--- config.mk ---
export PLATFORM = sky130hd
export DESIGN_NAME = button_event_arbiter
export DESIGN_NICKNAME = d
export VERILOG_FILES = /design/src/rtl/button_event_arbiter_pkg.sv /design/src/rtl/hold_repeat_timer.sv /design/src/rtl/button_event_arbiter.sv
export SDC_FILE = /design/constraint.sdc
export NUM_CORES = 1
export LEC_CHECK = 0
export CORE_MARGIN = 3
export CORE_UTILIZATION = 60
export DETAILED_ROUTE_END_ITERATION = 7
export PLACE_DENSITY = 0.8
export SYNTH_ARGS = -nofsm -noshare
export SYNTH_HDL_FRONTEND = slang
export SYNTH_SLANG_ARGS = --single-unit
export TNS_END_PERCENT = 1
--- constraint.sdc ---
create_clock -name CLK -period 3.5 [get_ports CLK]
set_input_delay 1.05 -clock CLK [delete_from_list [all_inputs] [get_ports CLK]]
set_output_delay 1.05 -clock CLK [all_outputs]
set_load 0.05 [all_outputs]
--- src/rtl/button_event_arbiter_pkg.sv ---
// Shared types and helpers for the button event arbiter and its repeat timer.
package button_event_arbiter_pkg;

  // Output port handshake FSM.
  typedef enum logic {
    IDLE  = 1'b0,
    OFFER = 1'b1
  } out_state_e;

  // Hold-to-repeat timer FSM.
  typedef enum logic [1:0] {
    R_IDLE = 2'd0,
    R_HOLD = 2'd1,
    R_RPT  = 2'd2
  } rpt_state_e;

  // Larger of two integers; sizes the repeat counter.
  function automatic int max_int(input int a, input int b);
    return (a > b) ? a : b;
  endfunction

endpackage

--- src/rtl/hold_repeat_timer.sv ---
// Hold-to-repeat timer: follows the most recently pressed button and emits
// one-cycle repeat strobes after an initial hold delay, then at a fixed period.
module hold_repeat_timer
  import button_event_arbiter_pkg::*;
#(
  parameter int N_BTN       = 4,
  parameter int HOLD_CYCLES = 50000000,
  parameter int RPT_CYCLES  = 10000000,
  parameter int RPT_EN      = 1
) (
  input  logic             clk,
  input  logic             rst_n,
  input  logic [N_BTN-1:0] set_edge,
  input  logic [N_BTN-1:0] btn_in,
  output logic [N_BTN-1:0] set_rpt
);

  localparam int ID_W  = $clog2(N_BTN);
  localparam int CNT_W = $clog2(max_int(HOLD_CYCLES, RPT_CYCLES));
  localparam logic [CNT_W-1:0] HOLD_LAST = CNT_W'(HOLD_CYCLES - 1);
  localparam logic [CNT_W-1:0] RPT_LAST  = CNT_W'(RPT_CYCLES - 1);

  rpt_state_e       state_q, state_d;
  logic [CNT_W-1:0] count_q, count_d;
  logic [ID_W-1:0]  hold_id_q, hold_id_d;
  logic [ID_W-1:0]  first_id;
  logic             start;
  logic             held;

  // Lowest-index button among this cycle's presses becomes the new hold target.
  always_comb begin
    first_id = '0;
    for (int i = N_BTN - 1; i >= 0; i--) begin
      if (set_edge[i]) first_id = ID_W'(i);
    end
  end

  // Next-state, counter and repeat strobe; with repeat disabled the FSM never leaves R_IDLE.
  always_comb begin
    state_d   = state_q;
    count_d   = count_q;
    hold_id_d = hold_id_q;
    set_rpt   = '0;
    start     = (RPT_EN != 0) && (|set_edge);
    held      = btn_in[hold_id_q];
    if (start) begin
      // A new press always retargets the timer, even mid-repeat.
      hold_id_d = first_id;
      count_d   = '0;
      state_d   = R_HOLD;
    end else begin
      case (state_q)
        R_HOLD: begin
          if (!held) begin
            state_d = R_IDLE;
            count_d = '0;
          end else if (count_q == HOLD_LAST) begin
            set_rpt[hold_id_q] = 1'b1;
            count_d            = '0;
            state_d            = R_RPT;
          end else begin
            count_d = count_q + CNT_W'(1);
          end
        end
        R_RPT: begin
          if (!held) begin
            state_d = R_IDLE;
            count_d = '0;
          end else if (count_q == RPT_LAST) begin
            set_rpt[hold_id_q] = 1'b1;
            count_d            = '0;
          end else begin
            count_d = count_q + CNT_W'(1);
          end
        end
        default: begin
          state_d = R_IDLE;
          count_d = '0;
        end
      endcase
    end
  end

  // Timer state register.
  always_ff @(posedge clk or negedge rst_n) begin
    if (!rst_n) begin
      state_q   <= R_IDLE;
      count_q   <= '0;
      hold_id_q <= '0;
    end else begin
      state_q   <= state_d;
      count_q   <= count_d;
      hold_id_q <= hold_id_d;
    end
  end

endmodule

--- src/rtl/button_event_arbiter.sv ---
// Button event arbiter: converts debounced button levels into one-shot press
// and repeat events, queued one per button and shared round-robin on a
// valid/ready port. A sticky overflow flag records events lost to a full slot.
module button_event_arbiter
  import button_event_arbiter_pkg::*;
#(
  parameter int N_BTN       = 4,
  parameter int HOLD_CYCLES = 50000000,
  parameter int RPT_CYCLES  = 10000000,
  parameter int RPT_EN      = 1,
  localparam int ID_W       = $clog2(N_BTN)
) (
  input  logic             CLK,
  input  logic             RST_N,
  input  logic [N_BTN-1:0] BTN_IN,
  output logic             EVT_VALID,
  input  logic             EVT_READY,
  output logic [ID_W-1:0]  EVT_ID,
  output logic             EVT_RPT,
  output logic             OVF,
  input  logic             OVF_CLR
);

  logic [N_BTN-1:0] prev_q, prev_d;
  logic [N_BTN-1:0] pending_q, pending_d;
  logic [N_BTN-1:0] rpt_flag_q, rpt_flag_d;
  logic [ID_W-1:0]  last_grant_q, last_grant_d;
  logic [ID_W-1:0]  evt_id_q, evt_id_d;
  logic             evt_rpt_q, evt_rpt_d;
  logic             ovf_q, ovf_d;
  out_state_e       state_q, state_d;

  logic [N_BTN-1:0] set_edge;
  logic [N_BTN-1:0] set_rpt;
  logic [N_BTN-1:0] set_mask;
  logic [N_BTN-1:0] lost;
  logic [N_BTN-1:0] accept;
  logic [N_BTN-1:0] grant_mask;
  logic [ID_W-1:0]  grant_id;
  logic             grant_found;
  logic             grant_en;

  // Index base+k modulo N_BTN, for k in 1..N_BTN.
  function automatic logic [ID_W-1:0] wrap_idx(input logic [ID_W-1:0] base, input int k);
    int s;
    s = int'(base) + k;
    if (s >= N_BTN) s = s - N_BTN;
    return ID_W'(s);
  endfunction

  hold_repeat_timer #(
    .N_BTN       (N_BTN),
    .HOLD_CYCLES (HOLD_CYCLES),
    .RPT_CYCLES  (RPT_CYCLES),
    .RPT_EN      (RPT_EN)
  ) u_timer (
    .clk      (CLK),
    .rst_n    (RST_N),
    .set_edge (set_edge),
    .btn_in   (BTN_IN),
    .set_rpt  (set_rpt)
  );

  // Rising-edge detect; releases are ignored.
  always_comb begin
    set_edge = BTN_IN & ~prev_q;
    prev_d   = BTN_IN;
  end

  // Round-robin pick: first pending index after the last grant, wrapping.
  always_comb begin
    grant_id    = last_grant_q;
    grant_found = 1'b0;
    for (int k = 1; k <= N_BTN; k++) begin
      if (!grant_found && pending_q[wrap_idx(last_grant_q, k)]) begin
        grant_found = 1'b1;
        grant_id    = wrap_idx(last_grant_q, k);
      end
    end
    // A grant happens from IDLE, or in OFFER only on the accepting cycle.
    grant_en   = grant_found && ((state_q == IDLE) || EVT_READY);
    grant_mask = '0;
    if (grant_en) grant_mask[grant_id] = 1'b1;
  end

  // Pending slots, repeat flags and overflow; a set onto an occupied slot is dropped.
  always_comb begin
    set_mask   = set_edge | set_rpt;
    lost       = set_mask & pending_q & ~grant_mask;
    accept     = set_mask & ~lost;
    pending_d  = (pending_q & ~grant_mask) | set_mask;
    rpt_flag_d = (rpt_flag_q & ~accept) | (accept & ~set_edge);
    ovf_d      = (ovf_q & ~OVF_CLR) | (|lost);
  end

  // Output FSM: load a granted event and hold it stable until accepted.
  always_comb begin
    state_d      = state_q;
    evt_id_d     = evt_id_q;
    evt_rpt_d    = evt_rpt_q;
    last_grant_d = last_grant_q;
    case (state_q)
      IDLE: begin
        if (grant_en) begin
          evt_id_d     = grant_id;
          evt_rpt_d    = rpt_flag_q[grant_id];
          last_grant_d = grant_id;
          state_d      = OFFER;
        end
      end
      OFFER: begin
        if (EVT_READY) begin
          if (grant_en) begin
            evt_id_d     = grant_id;
            evt_rpt_d    = rpt_flag_q[grant_id];
            last_grant_d = grant_id;
          end else begin
            state_d = IDLE;
          end
        end
      end
      default: state_d = IDLE;
    endcase
  end

  // State registers; reset drops any offered or pending event.
  always_ff @(posedge CLK or negedge RST_N) begin
    if (!RST_N) begin
      prev_q       <= '0;
      pending_q    <= '0;
      rpt_flag_q   <= '0;
      last_grant_q <= ID_W'(N_BTN - 1);
      evt_id_q     <= '0;
      evt_rpt_q    <= 1'b0;
      ovf_q        <= 1'b0;
      state_q      <= IDLE;
    end else begin
      prev_q       <= prev_d;
      pending_q    <= pending_d;
      rpt_flag_q   <= rpt_flag_d;
      last_grant_q <= last_grant_d;
      evt_id_q     <= evt_id_d;
      evt_rpt_q    <= evt_rpt_d;
      ovf_q        <= ovf_d;
      state_q      <= state_d;
    end
  end

  assign EVT_VALID = (state_q == OFFER);
  assign EVT_ID    = evt_id_q;
  assign EVT_RPT   = evt_rpt_q;
  assign OVF       = ovf_q;

endmodule

==> run summary <==
The flow ran to the end, and the final reports show no timing, DRC or antenna violations. The class of the tightest hold or removal check was flop to flop. The run gives 4.659 mm as the sum of routed wire length over all layers.

Largest stage delay on the critical path: 550 ps. The cell family contributing the most delay on the critical path is compound AO/OA/AOI/OAI gates. The number of storage elements in the synthesis netlist is 49, and the number of hold buffers added after cts is 0. In the synthesized netlist the dominant register cell turns out to be dfrtp_1.

The wire length per cell is 14.61 um, and the number of buffers and inverters on the critical path is 3. For this design, the sink count on the clock tree is 49. Standard cell core area: 3799 um2. After synthesis, the share of flip-flops with an asynchronous set or reset is 100.0%.

For the worst-case vdd ir drop, the log shows 0.0003959 V. The y dimension of the die was 70.02 um. Yosys printed 0 warnings. The leakage component of the power came out at 1.163 nW. Clock tree synthesis inserted a total of 5 buffers.

The logs give 37 for the maximum number of pins on one net before global-route repair and 9.945 ps for the clock skew. In this run, post-CTS repair resized a total of 0 instances. The worst slack at placement was 399.1 ps. The count of input and output buffers was 12; the part of the Yosys area used for sequential elements was 49.97%. The setup path with the least slack is of type input pin to flop. For this run, design rule violations remaining after detail routing come to 0.

The wire-length estimate of the detail-placed layout is 3.312 mm. The worst setup path is captured at a flop. The run gives 0 as the number of setup buffers added after CTS. The total chip power is 1.530 mW. 0 antenna diodes ended up in the layout. The floorplan step defined a die boundary enclosing 4902 um2.

After technology mapping, the gate count stands at 251. The library cells used most frequently in the layout, excluding fill and tap cells, are dfrtp_1, nor2_1, nand2_1, inv_1, xor2_1. The clock tree root driver cell is clkbuf_8. TritonCTS built the clock tree. For this design the top-level I/O count stands at 13.

The net count after synthesis is 262. The run gives 0 ps as the final total negative setup slack. Summing every instance area after synthesis gives 2459 um2. Of all nets on the critical path, the largest fanout is 5. The most numerous cell type found on the critical path is inv_1.

In this run the power density over the cells is 554.4 nW/um2. The number of rows created at floorplan came out at 22. By area the synthesized netlist is led by dfrtp_1, nor2_1, xor2_1.

The count of final hold-check violations was 0. Setup repair after global routing left no endpoint under its margin. Static timing analysis puts the maximum clock frequency at 350.4 MHz. The first routing iteration left 115 violations. The slew of the pin with the lowest slew margin was 636.1 ps; the number of pins with negative max-slew slack in the final report was 0.

Yosys mapped a number of flops with a built-in enable equal to 0. For the remaining antenna violation count, the log shows 0. After synthesis, the largest area contributor takes up 47.84% of total cell area.

The worst pin sits at a relative slew slack of 57.23%. The library cell used most frequently in the layout, excluding fill and tap cells, is dfrtp_1. The critical path arrival was 3040 ps; the required time reported for the critical path endpoint was 3690 ps. The tools report the worst hold slack as 486.7 ps.

Dividing the synthesized area by the synthesized cell count gives 9.795 um2. The pre-antenna-repair detailed-routing pass consisted of 4 iterations. The number of vias per cell was 5.768. Cell accounting for the most synthesized area: dfrtp_1. The logs give 0 for the remaining global-route overflow and 0 for the number of violations of the max-capacitance limit.

For the effective utilization at floorplan, the log shows 64.72%. The total of endpoints with negative setup slack in the final report is 0. Summing over every cut layer, the via total after detailed routing is 1840. Global routing used 20.57% of the available tracks across all layers.

The number of antenna violations at the first check in global routing came out at 0. The share of cells above drive strength 1 is 9.225%. The critical path goes through clkdlybuf4s50_1, inv_1, a21oi_1, inv_1, o31ai_1, o22ai_1, nor3_1, nand2_1.

The H-tree generated during clock tree synthesis spans 2 levels. The post-route fraction of the period consumed by the critical path came out at 81.54%. The first global-routing pass estimated 8.073 mm of wire.

The congestion estimate from routability-driven global placement came to 0.8352. The final period demand of the worst path works out to 2854 ps. The slowest stage of the critical path is the o31ai_1 cell. Measured along the x axis, the die boundary spans 70.02 um. The via count of the first global-routing pass came out at 1837. Critical path startpoint category: an input pin. The tools report the final worst setup slack as 646.0 ps.

Clock-pin slew on the worst setup and hold paths: 90 ps. The clock insertion delay at the later pin of the skew report is 300 ps, and the number of buffers on the longest clock path is 2. The run gives 281 as the number of nets in the layout. The area growth from synthesis to layout is 12.21%. Post-synthesis cell type count: 47.
-- cell families (layout without fill, tap and decap cells) --
kind of cell / count (synthesis) / after routing / share of synthesized area, %
AO/OA/AOI/OAI: 39 / 39 / 10.33
flip-flops: 49 / 49 / 49.97
XOR/XNOR: 22 / 22 / 7.837
multiplexers: 8 / 8 / 3.817
buffers and inverters: 18 / 38 / 2.850
adder cells (fa/ha/maj): 3 / 3 / 1.527
AND/OR/NAND/NOR: 112 / 112 / 23.66
-- worst paths after layout --
check	start	to	slack (ps)	cells past startpoint
min in group asynchronous	RST_N	prev_q[2]$_DFF_PN0_	630	1
worst max register to register	u_timer.count_q[18]$_DFF_PN0_	u_timer.count_q[19]$_DFF_PN0_	900	7
worst max-delay path	EVT_READY	OVF$_DFF_PN0_	650	8
worst min-delay path	u_timer.count_q[0]$_DFF_PN0_	u_timer.count_q[0]$_DFF_PN0_	490	1
max in group asynchronous	RST_N	last_grant_q[1]$_DFFE_PN1P_	2100	2
worst min register to register	u_timer.count_q[0]$_DFF_PN0_	u_timer.count_q[0]$_DFF_PN0_	490	1
-- synth_stat cells, types with 6 or more instances --
cell      count
a21oi_1       9
dfrtp_1      47
inv_1        15
mux2i_1       6
nand2_1      19
nand2b_1      8
nand3_1      11
nand4_1       9
nor2_1       40
o21ai_0      11
xnor2_1       9
xor2_1       13
-- metrics by stage --
step | std cells | instance area, um2 | util (%)
finish | 319 | 2759 | 72.63
floorplan | 251 | 2459 | -
global route | 319 | 2759 | 72.63
global placement | 311 | 2643 | 69.57
detailed placement | 311 | 2643 | 69.57
CTS | 319 | 2759 | 72.63
-- worst register-to-register path: cells and delay by family (launching register included) --
family / cells / cell delay, ps
simple gates: 5 / 1650
flops: 1 / 410
buf+inv: 1 / 260
compound gates: 1 / 160
-- report_power, final --
part	internal (mW)	switching [mW]
registers	0.631	0.0559
clock network	0.233	0.178
logic	0.164	0.268
total	1.03	0.502
-- per-layer routing --
layer	routed length, um	track usage [%]
met1	2042	24.34
met3	138	4.892
met4	72	8.511
met5	0	0
met2	2405	35.68
-- registers in the layout (all words and copies together), names as in the netlist, named ones only --
signal,flops
EVT_RPT,1
u_timer.state_q,2
prev_q,4
OVF,1
EVT_ID,2
u_timer.count_q,26
u_timer.hold_id_q,2
pending_q,4
last_grant_q,2
EVT_VALID,1
-- layout make-up --
cell class,count,area [um2]
Timing Repair Buffer,15,137.6
Inverter,15,56.30
Clock buffer,7,86.33
Tap cell,48,60.06
Clock inverter,1,30.03
Multi-Input combinational cell,184,1160
Sequential cell,49,1229
Fill cell,282,1040
Note: power is estimated with default switching activity, not from simulation.
